File: config.mk
export PLATFORM = sky130hd
export DESIGN_NAME = cache_axi_arbiter
export DESIGN_NICKNAME = d
export VERILOG_FILES = /design/src/rtl/cache_axi_arbiter.sv
export SDC_FILE = /design/constraint.sdc
export NUM_CORES = 1
export LEC_CHECK = 0
export BUFFER_PORTS_ARGS = -buffer_cell sky130_fd_sc_hd__buf_2
export CORE_AREA = 2 2 403 405
export CTS_CLUSTER_SIZE = 25
export DETAILED_ROUTE_END_ITERATION = 6
export DIE_AREA = 0 0 405 407
export PLACE_DENSITY = 0.38
export SYNTH_ARGS = -nofsm -noshare
export SYNTH_HDL_FRONTEND = slang
export SYNTH_SLANG_ARGS = --single-unit
File: constraint.sdc
create_clock -name clk -period 4.9 [get_ports clk]
set_clock_uncertainty 0.2 [all_clocks]
set_input_delay 1.47 -clock clk [delete_from_list [all_inputs] [get_ports clk]]
set_output_delay 1.47 -clock clk [all_outputs]
set_load 0.05 [all_outputs]
File: src/rtl/cache_axi_arbiter.sv
// Shares one AXI4 master between icache line reads and dcache line reads/writebacks,
// one whole-line INCR burst at a time. Define ARB_RR_EN for round-robin arbitration.
module cache_axi_arbiter #(
  parameter int         LINE_WORDS = 8,
  parameter logic [3:0] IC_ID      = 4'd0,
  parameter logic [3:0] DC_ID      = 4'd1
) (
  input  logic                         clk,
  input  logic                         rst,
  input  logic                         ic_rd_req,
  input  logic [31:0]                  ic_addr,
  output logic                         ic_gnt,
  output logic [LINE_WORDS-1:0][31:0]  ic_rd_data,
  input  logic                         dc_rd_req,
  input  logic                         dc_wr_req,
  input  logic [31:0]                  dc_addr,
  input  logic [LINE_WORDS-1:0][31:0]  dc_wr_data,
  output logic                         dc_gnt,
  output logic [LINE_WORDS-1:0][31:0]  dc_rd_data,
  output logic [3:0]                   arid,
  output logic [31:0]                  araddr,
  output logic [7:0]                   arlen,
  output logic [2:0]                   arsize,
  output logic [1:0]                   arburst,
  output logic                         arvalid,
  input  logic                         arready,
  input  logic [3:0]                   rid,
  input  logic [31:0]                  rdata,
  input  logic [1:0]                   rresp,
  input  logic                         rlast,
  input  logic                         rvalid,
  output logic                         rready,
  output logic [3:0]                   awid,
  output logic [31:0]                  awaddr,
  output logic [7:0]                   awlen,
  output logic [2:0]                   awsize,
  output logic [1:0]                   awburst,
  output logic                         awvalid,
  input  logic                         awready,
  output logic [31:0]                  wdata,
  output logic [3:0]                   wstrb,
  output logic                         wlast,
  output logic                         wvalid,
  input  logic                         wready,
  input  logic [3:0]                   bid,
  input  logic [1:0]                   bresp,
  input  logic                         bvalid,
  output logic                         bready
);
  localparam int          CW        = $clog2(LINE_WORDS);
  localparam logic [31:0] LINE_MASK = ~32'(LINE_WORDS * 4 - 1);

  typedef enum logic [2:0] {S_IDLE, S_AR, S_R, S_AW, S_W, S_B, S_DONE} state_t;

  state_t                        state_reg, state_next;
  logic                          owner_dc_reg;
  logic                          op_wr_reg;
  logic [31:0]                   addr_reg;
  logic [CW-1:0]                 cnt_reg;
  logic [LINE_WORDS-1:0][31:0]   line_buf_reg;
  logic [LINE_WORDS-1:0][31:0]   line_next;
  logic                          dc_any;
  logic                          any_req;
  logic                          pick_dc;

  // Response id/status are not used: errors are not reported back to the caches.
  logic unused_sig;
  assign unused_sig = ^{rid, rresp, bid, bresp, op_wr_reg};

  assign dc_any  = dc_rd_req | dc_wr_req;
  assign any_req = dc_any | ic_rd_req;

`ifdef ARB_RR_EN
  logic prio_dc_reg;
  assign pick_dc = dc_any & (~ic_rd_req | prio_dc_reg);
`else
  assign pick_dc = dc_any;
`endif

  assign arid    = owner_dc_reg ? DC_ID : IC_ID;
  assign araddr  = addr_reg;
  assign arlen   = 8'(LINE_WORDS - 1);
  assign arsize  = 3'd2;
  assign arburst = 2'b01;
  assign awid    = DC_ID;
  assign awaddr  = addr_reg;
  assign awlen   = 8'(LINE_WORDS - 1);
  assign awsize  = 3'd2;
  assign awburst = 2'b01;
  assign wdata   = dc_wr_data[cnt_reg];
  assign wstrb   = 4'hF;
  assign wlast   = (state_reg == S_W) && (cnt_reg == CW'(LINE_WORDS - 1));

  // Line buffer with the current R beat merged in, so the final beat reaches rd_data directly.
  for (genvar gi = 0; gi < LINE_WORDS; gi++) begin : g_merge
    assign line_next[gi] = (cnt_reg == CW'(gi)) ? rdata : line_buf_reg[gi];
  end

  always_comb begin
    state_next = state_reg;
    arvalid    = 1'b0;
    rready     = 1'b0;
    awvalid    = 1'b0;
    wvalid     = 1'b0;
    bready     = 1'b0;
    ic_gnt     = 1'b0;
    dc_gnt     = 1'b0;
    case (state_reg)
      S_IDLE: if (any_req) state_next = (pick_dc && dc_wr_req) ? S_AW : S_AR;
      S_AR: begin
        arvalid = 1'b1;
        if (arready) state_next = S_R;
      end
      S_R: begin
        rready = 1'b1;
        if (rvalid && rlast) state_next = S_DONE;
      end
      S_AW: begin
        awvalid = 1'b1;
        if (awready) state_next = S_W;
      end
      S_W: begin
        wvalid = 1'b1;
        if (wready && wlast) state_next = S_B;
      end
      S_B: begin
        bready = 1'b1;
        if (bvalid) state_next = S_DONE;
      end
      S_DONE: begin
        ic_gnt     = ~owner_dc_reg;
        dc_gnt     = owner_dc_reg;
        state_next = S_IDLE;
      end
      default: state_next = S_IDLE;
    endcase
  end

  always_ff @(posedge clk) begin
    if (rst) begin
      state_reg    <= S_IDLE;
      owner_dc_reg <= 1'b1;
      op_wr_reg    <= 1'b0;
      addr_reg     <= '0;
      cnt_reg      <= '0;
      line_buf_reg <= '0;
      ic_rd_data   <= '0;
      dc_rd_data   <= '0;
`ifdef ARB_RR_EN
      prio_dc_reg  <= 1'b1;
`endif
    end else begin
      state_reg <= state_next;
      case (state_reg)
        S_IDLE: if (any_req) begin
          owner_dc_reg <= pick_dc;
          op_wr_reg    <= pick_dc & dc_wr_req;
          addr_reg     <= (pick_dc ? dc_addr : ic_addr) & LINE_MASK;
        end
        S_AR: if (arready) cnt_reg <= '0;
        S_AW: if (awready) cnt_reg <= '0;
        S_R: if (rvalid) begin
          line_buf_reg <= line_next;
          cnt_reg      <= cnt_reg + CW'(1);
          // rd_data is loaded as DONE is entered so it is already valid while gnt is high.
          if (rlast) begin
            if (owner_dc_reg) dc_rd_data <= line_next;
            else              ic_rd_data <= line_next;
          end
        end
        S_W: if (wready) cnt_reg <= cnt_reg + CW'(1);
`ifdef ARB_RR_EN
        S_DONE: prio_dc_reg <= ~owner_dc_reg;
`endif
        default: ;
      endcase
    end
  end
endmodule

==> impl_metrics.prom <==
# TYPE chip_impl_metric gauge
chip_impl_info{name="path_cells",value="buf_4, mux4_2, nand2_1, nand2_1, buf_2"} 1
chip_impl_metric{name="synth.cell_area",unit="sq mm"} 0.03323
chip_impl_metric{name="clkSlewWorstSetupHoldPaths",unit="ns"} 0.06
chip_impl_info{name="run_status",value="completed"} 1
chip_impl_info{name="synth_top_cell_by_area",value="dfxtp_1"} 1
chip_impl_info{name="worst_setup_path_end_kind",value="output pin"} 1
chip_impl_metric{name="numCtsBuffers",unit=""} 99
chip_impl_metric{name="totalWireLength",unit="um"} 177500
chip_impl_metric{name="post_cts_hold_buffer_count",unit=""} 0
chip_impl_metric{name="setup-violations-final",unit=""} 0
chip_impl_metric{name="ctsHtreeMaxLevel",unit=""} 3
chip_impl_metric{name="nets",unit=""} 4787
chip_impl_metric{name="overall_power_consumption",unit="uW"} 20200
chip_impl_info{name="cts-root-buf",value="clkbuf_16"} 1
chip_impl_metric{name="average_detailed_routed_wire_length_per_instance",unit="um"} 26.66
chip_impl_metric{name="timing.setup.tns",unit="ns"} 0
chip_impl_info{name="yosys-top-cells-area",value="dfxtp_1 48%, a211oi_1 10%, mux2i_1 7.8%, nand2_1 7.3%, nor2_1 6.2%"} 1
chip_impl_info{name="tritoncts",value="done"} 1
chip_impl_metric{name="data_arrival_time_of_the_worst_path",unit="ns"} 2.79
chip_impl_metric{name="clock.fmax",unit="MHz"} 224.3
chip_impl_info{name="synthMostInstantiatedCell",value="dfxtp_1"} 1
chip_impl_metric{name="effective_utilization_at_floorplan",unit=""} 0.2074
chip_impl_info{name="timing.critical_path.from_type",value="register"} 1
chip_impl_metric{name="core_area",unit="sq mm"} 0.1602
chip_impl_metric{name="dr_total_vias",unit=""} 29600
chip_impl_metric{name="die_span_in_x",unit="um"} 405
chip_impl_metric{name="synth.yosys.seq_area_share",unit=""} 0.4831
chip_impl_metric{name="clock_tree.buffer_depth",unit=""} 3
chip_impl_metric{name="die_h",unit="um"} 407
chip_impl_metric{name="timing.final.crit_share",unit=""} 0.9098
chip_impl_metric{name="track_usage",unit=""} 0.2083
chip_impl_metric{name="mapped_avg_cell_area",unit="sq um"} 9.105
chip_impl_metric{name="synth_async_sr_flop_share",unit=""} 0
chip_impl_metric{name="drt-pass1-iter-count",unit=""} 5
chip_impl_metric{name="ys_types",unit=""} 37
chip_impl_metric{name="ff_to_ff_path_depth",unit=""} 5
chip_impl_metric{name="floorplan.io_pins",unit=""} 1029
chip_impl_metric{name="postSynthRegisterBits",unit=""} 802
chip_impl_metric{name="place_area",unit="sq mm"} 0.03957
chip_impl_metric{name="placer_congestion_estimate",unit=""} 0.9292
chip_impl_metric{name="dr.first_iter.drc_count",unit=""} 2046
chip_impl_metric{name="irDropWorstVdd",unit="uV"} 309.6
chip_impl_metric{name="syn_to_final_growth",unit="%"} 29.31
chip_impl_metric{name="worst_slew_margin_rel",unit=""} 0.2312
chip_impl_metric{name="layout.filler_cells",unit=""} 17470
chip_impl_metric{name="syn_inst",unit=""} 3650
chip_impl_metric{name="power_leakage",unit="uW"} 0.01689
chip_impl_metric{name="synth-edff-count",unit=""} 0
chip_impl_info{name="synth_top_flop_cell",value="dfxtp_1"} 1
chip_impl_metric{name="via_count_of_the_first_global_routing_pass",unit=""} 27970
chip_impl_metric{name="hpwl",unit="um"} 131400
chip_impl_info{name="rsz0062_at_grt",value="no"} 1
chip_impl_metric{name="critPathMaxStageDelay",unit="ns"} 0.67
chip_impl_metric{name="global_route_wire_length_before_repair",unit="um"} 239600
chip_impl_metric{name="ant_nets",unit=""} 0
chip_impl_info{name="timing.critical_path.mode_cell",value="nand2_1"} 1
chip_impl_metric{name="clock_insertion_delay_worst_skew",unit="ns"} 0.72
chip_impl_metric{name="grt_overflow",unit=""} 0
chip_impl_metric{name="via_per_inst",unit=""} 4.446
chip_impl_info{name="post_synth_most_frequent_cells",value="802 x dfxtp_1, 647 x nand2_1, 547 x nor2_1"} 1
chip_impl_metric{name="cellPowerDensity",unit="mW/mm^2"} 469.9
chip_impl_info{name="crit_type",value="reg2out"} 1
chip_impl_metric{name="final_period_minus_worst_setup_slack",unit="ns"} 4.458
chip_impl_metric{name="drive_above_1_share",unit=""} 0.3021
chip_impl_metric{name="max_cap_viol_count",unit=""} 0
chip_impl_info{name="hold_path.class",value="reg2reg"} 1
chip_impl_metric{name="max_slew.worst_pin.slew",unit="ns"} 1.151
chip_impl_metric{name="report.final.hold_viol_count",unit=""} 0
chip_impl_metric{name="crit_required",unit="ns"} 3.23
chip_impl_metric{name="cts-resized-gates",unit=""} 0
chip_impl_metric{name="synth.top_cell.area_share",unit=""} 0.4831
chip_impl_metric{name="cts_num_sinks",unit=""} 802
chip_impl_metric{name="grt_max_degree",unit=""} 121
chip_impl_metric{name="critical_path.max_fanout",unit=""} 27
chip_impl_metric{name="ys_warn_count",unit=""} 0
chip_impl_metric{name="min_delay_path_depth",unit=""} 2
chip_impl_metric{name="antenna_found_initial",unit=""} 39
chip_impl_metric{name="rows",unit=""} 147
chip_impl_metric{name="post-place-cells",unit=""} 6465
chip_impl_metric{name="port_buffers",unit=""} 959
chip_impl_metric{name="die_area",unit="sq mm"} 0.1648
chip_impl_metric{name="drc_errors",unit=""} 0
chip_impl_metric{name="postCtsSetupBuffers",unit=""} 0
chip_impl_metric{name="post_layout_nonfiller_instances",unit=""} 6657
chip_impl_metric{name="final-max-slew-violation-count",unit=""} 0
chip_impl_metric{name="fin_area",unit="sq mm"} 0.04297
chip_impl_info{name="timing.critical_path.slowest_stage_cell",value="mux4_2"} 1
==> worst paths after layout <==
kind | start | endpoint | slack [ns]
min reg2reg | line_buf_reg[120] | line_buf_reg[120] | 0.25
max reg2reg | cnt_reg[1] | ic_rd_data[86] | 1.68
min | line_buf_reg[120] | line_buf_reg[120] | 0.25
max | cnt_reg[0] | wdata[18] | 0.44
==> report_power, final <==
| group | internal [uW] | switching, uW |
|---|---|---|
| clock | 4360 | 3190 |
| sequential | 6960 | 352 |
| combinational | 1320 | 4020 |
| total | 12600 | 7550 |
==> cells in the final DEF (no fill, tap or decap), types with 23 or more instances in the layout <==
master,n
mux4_2,64
dfxtp_1,799
o21ai_0,30
a211oi_1,462
a311oi_1,27
a21oi_1,258
clkbuf_8,26
nor2_1,544
a211oi_2,50
clkbuf_16,99
conb_1,47
buf_2,958
buf_12,23
mux2i_1,259
buf_4,64
nand2_1,644
==> cells by family after synthesis <==
kind of cell / Yosys count / synth area share
XOR/XNOR: 1 / 0.0002636
adder cells (fa/ha/maj): 6 / 0.002259
buffers and inverters: 441 / 0.07304
AND/OR/NAND/NOR: 1241 / 0.1441
AO/OA/AOI/OAI: 832 / 0.1750
flip-flops: 802 / 0.4831
other: 2 / 0.0002260
multiplexers: 325 / 0.1221
==> critical path: cells and delay by family, from the launching register on <==
family                 cells  cell delay (ns)
DFF                        1             0.42
muxes                      1             0.67
and+or+nand+nor            2             0.17
buffers and inverters      2             0.74
==> routing by layer <==
layer  part of all wire  global-route usage
met1               0.46              0.2854
met4              0.018             0.04006
met2               0.45              0.3294
met5            0.00030                   0
met3              0.072             0.05403
==> stage by stage <==
| step | setup slack [ns] | util | hold slack [ns] |
|---|---|---|---|
| 2_1_floorplan | 0.8082 | - | 0.2357 |
| 3_3_place_gp | 0.6068 | 0.2470 | 0.2405 |
| 3_5_place_dp | 0.5989 | 0.2470 | 0.2439 |
| 4_1_cts | 0.3133 | 0.2681 | 0.2513 |
| 5_1_grt | 0.2746 | 0.2681 | 0.2665 |
| 6_report | 0.4421 | 0.2683 | 0.2510 |
==> cell type report <==
type / instances / area, sq um / area share
diodes: 11 / 27.53 / 0.0006405
clock buffers: 141 / 2895 / 0.06737
clock inverters: 40 / 479.2 / 0.01115
inverters: 5 / 18.77 / 0.0004367
multi-input cells: 2452 / 15040 / 0.3499
flip-flops and latches: 802 / 16060 / 0.3738
well taps: 2160 / 2703 / 0.06289
repair buffers: 1046 / 5751 / 0.1338
No activity file was read; power rests on OpenSTA's default activity.
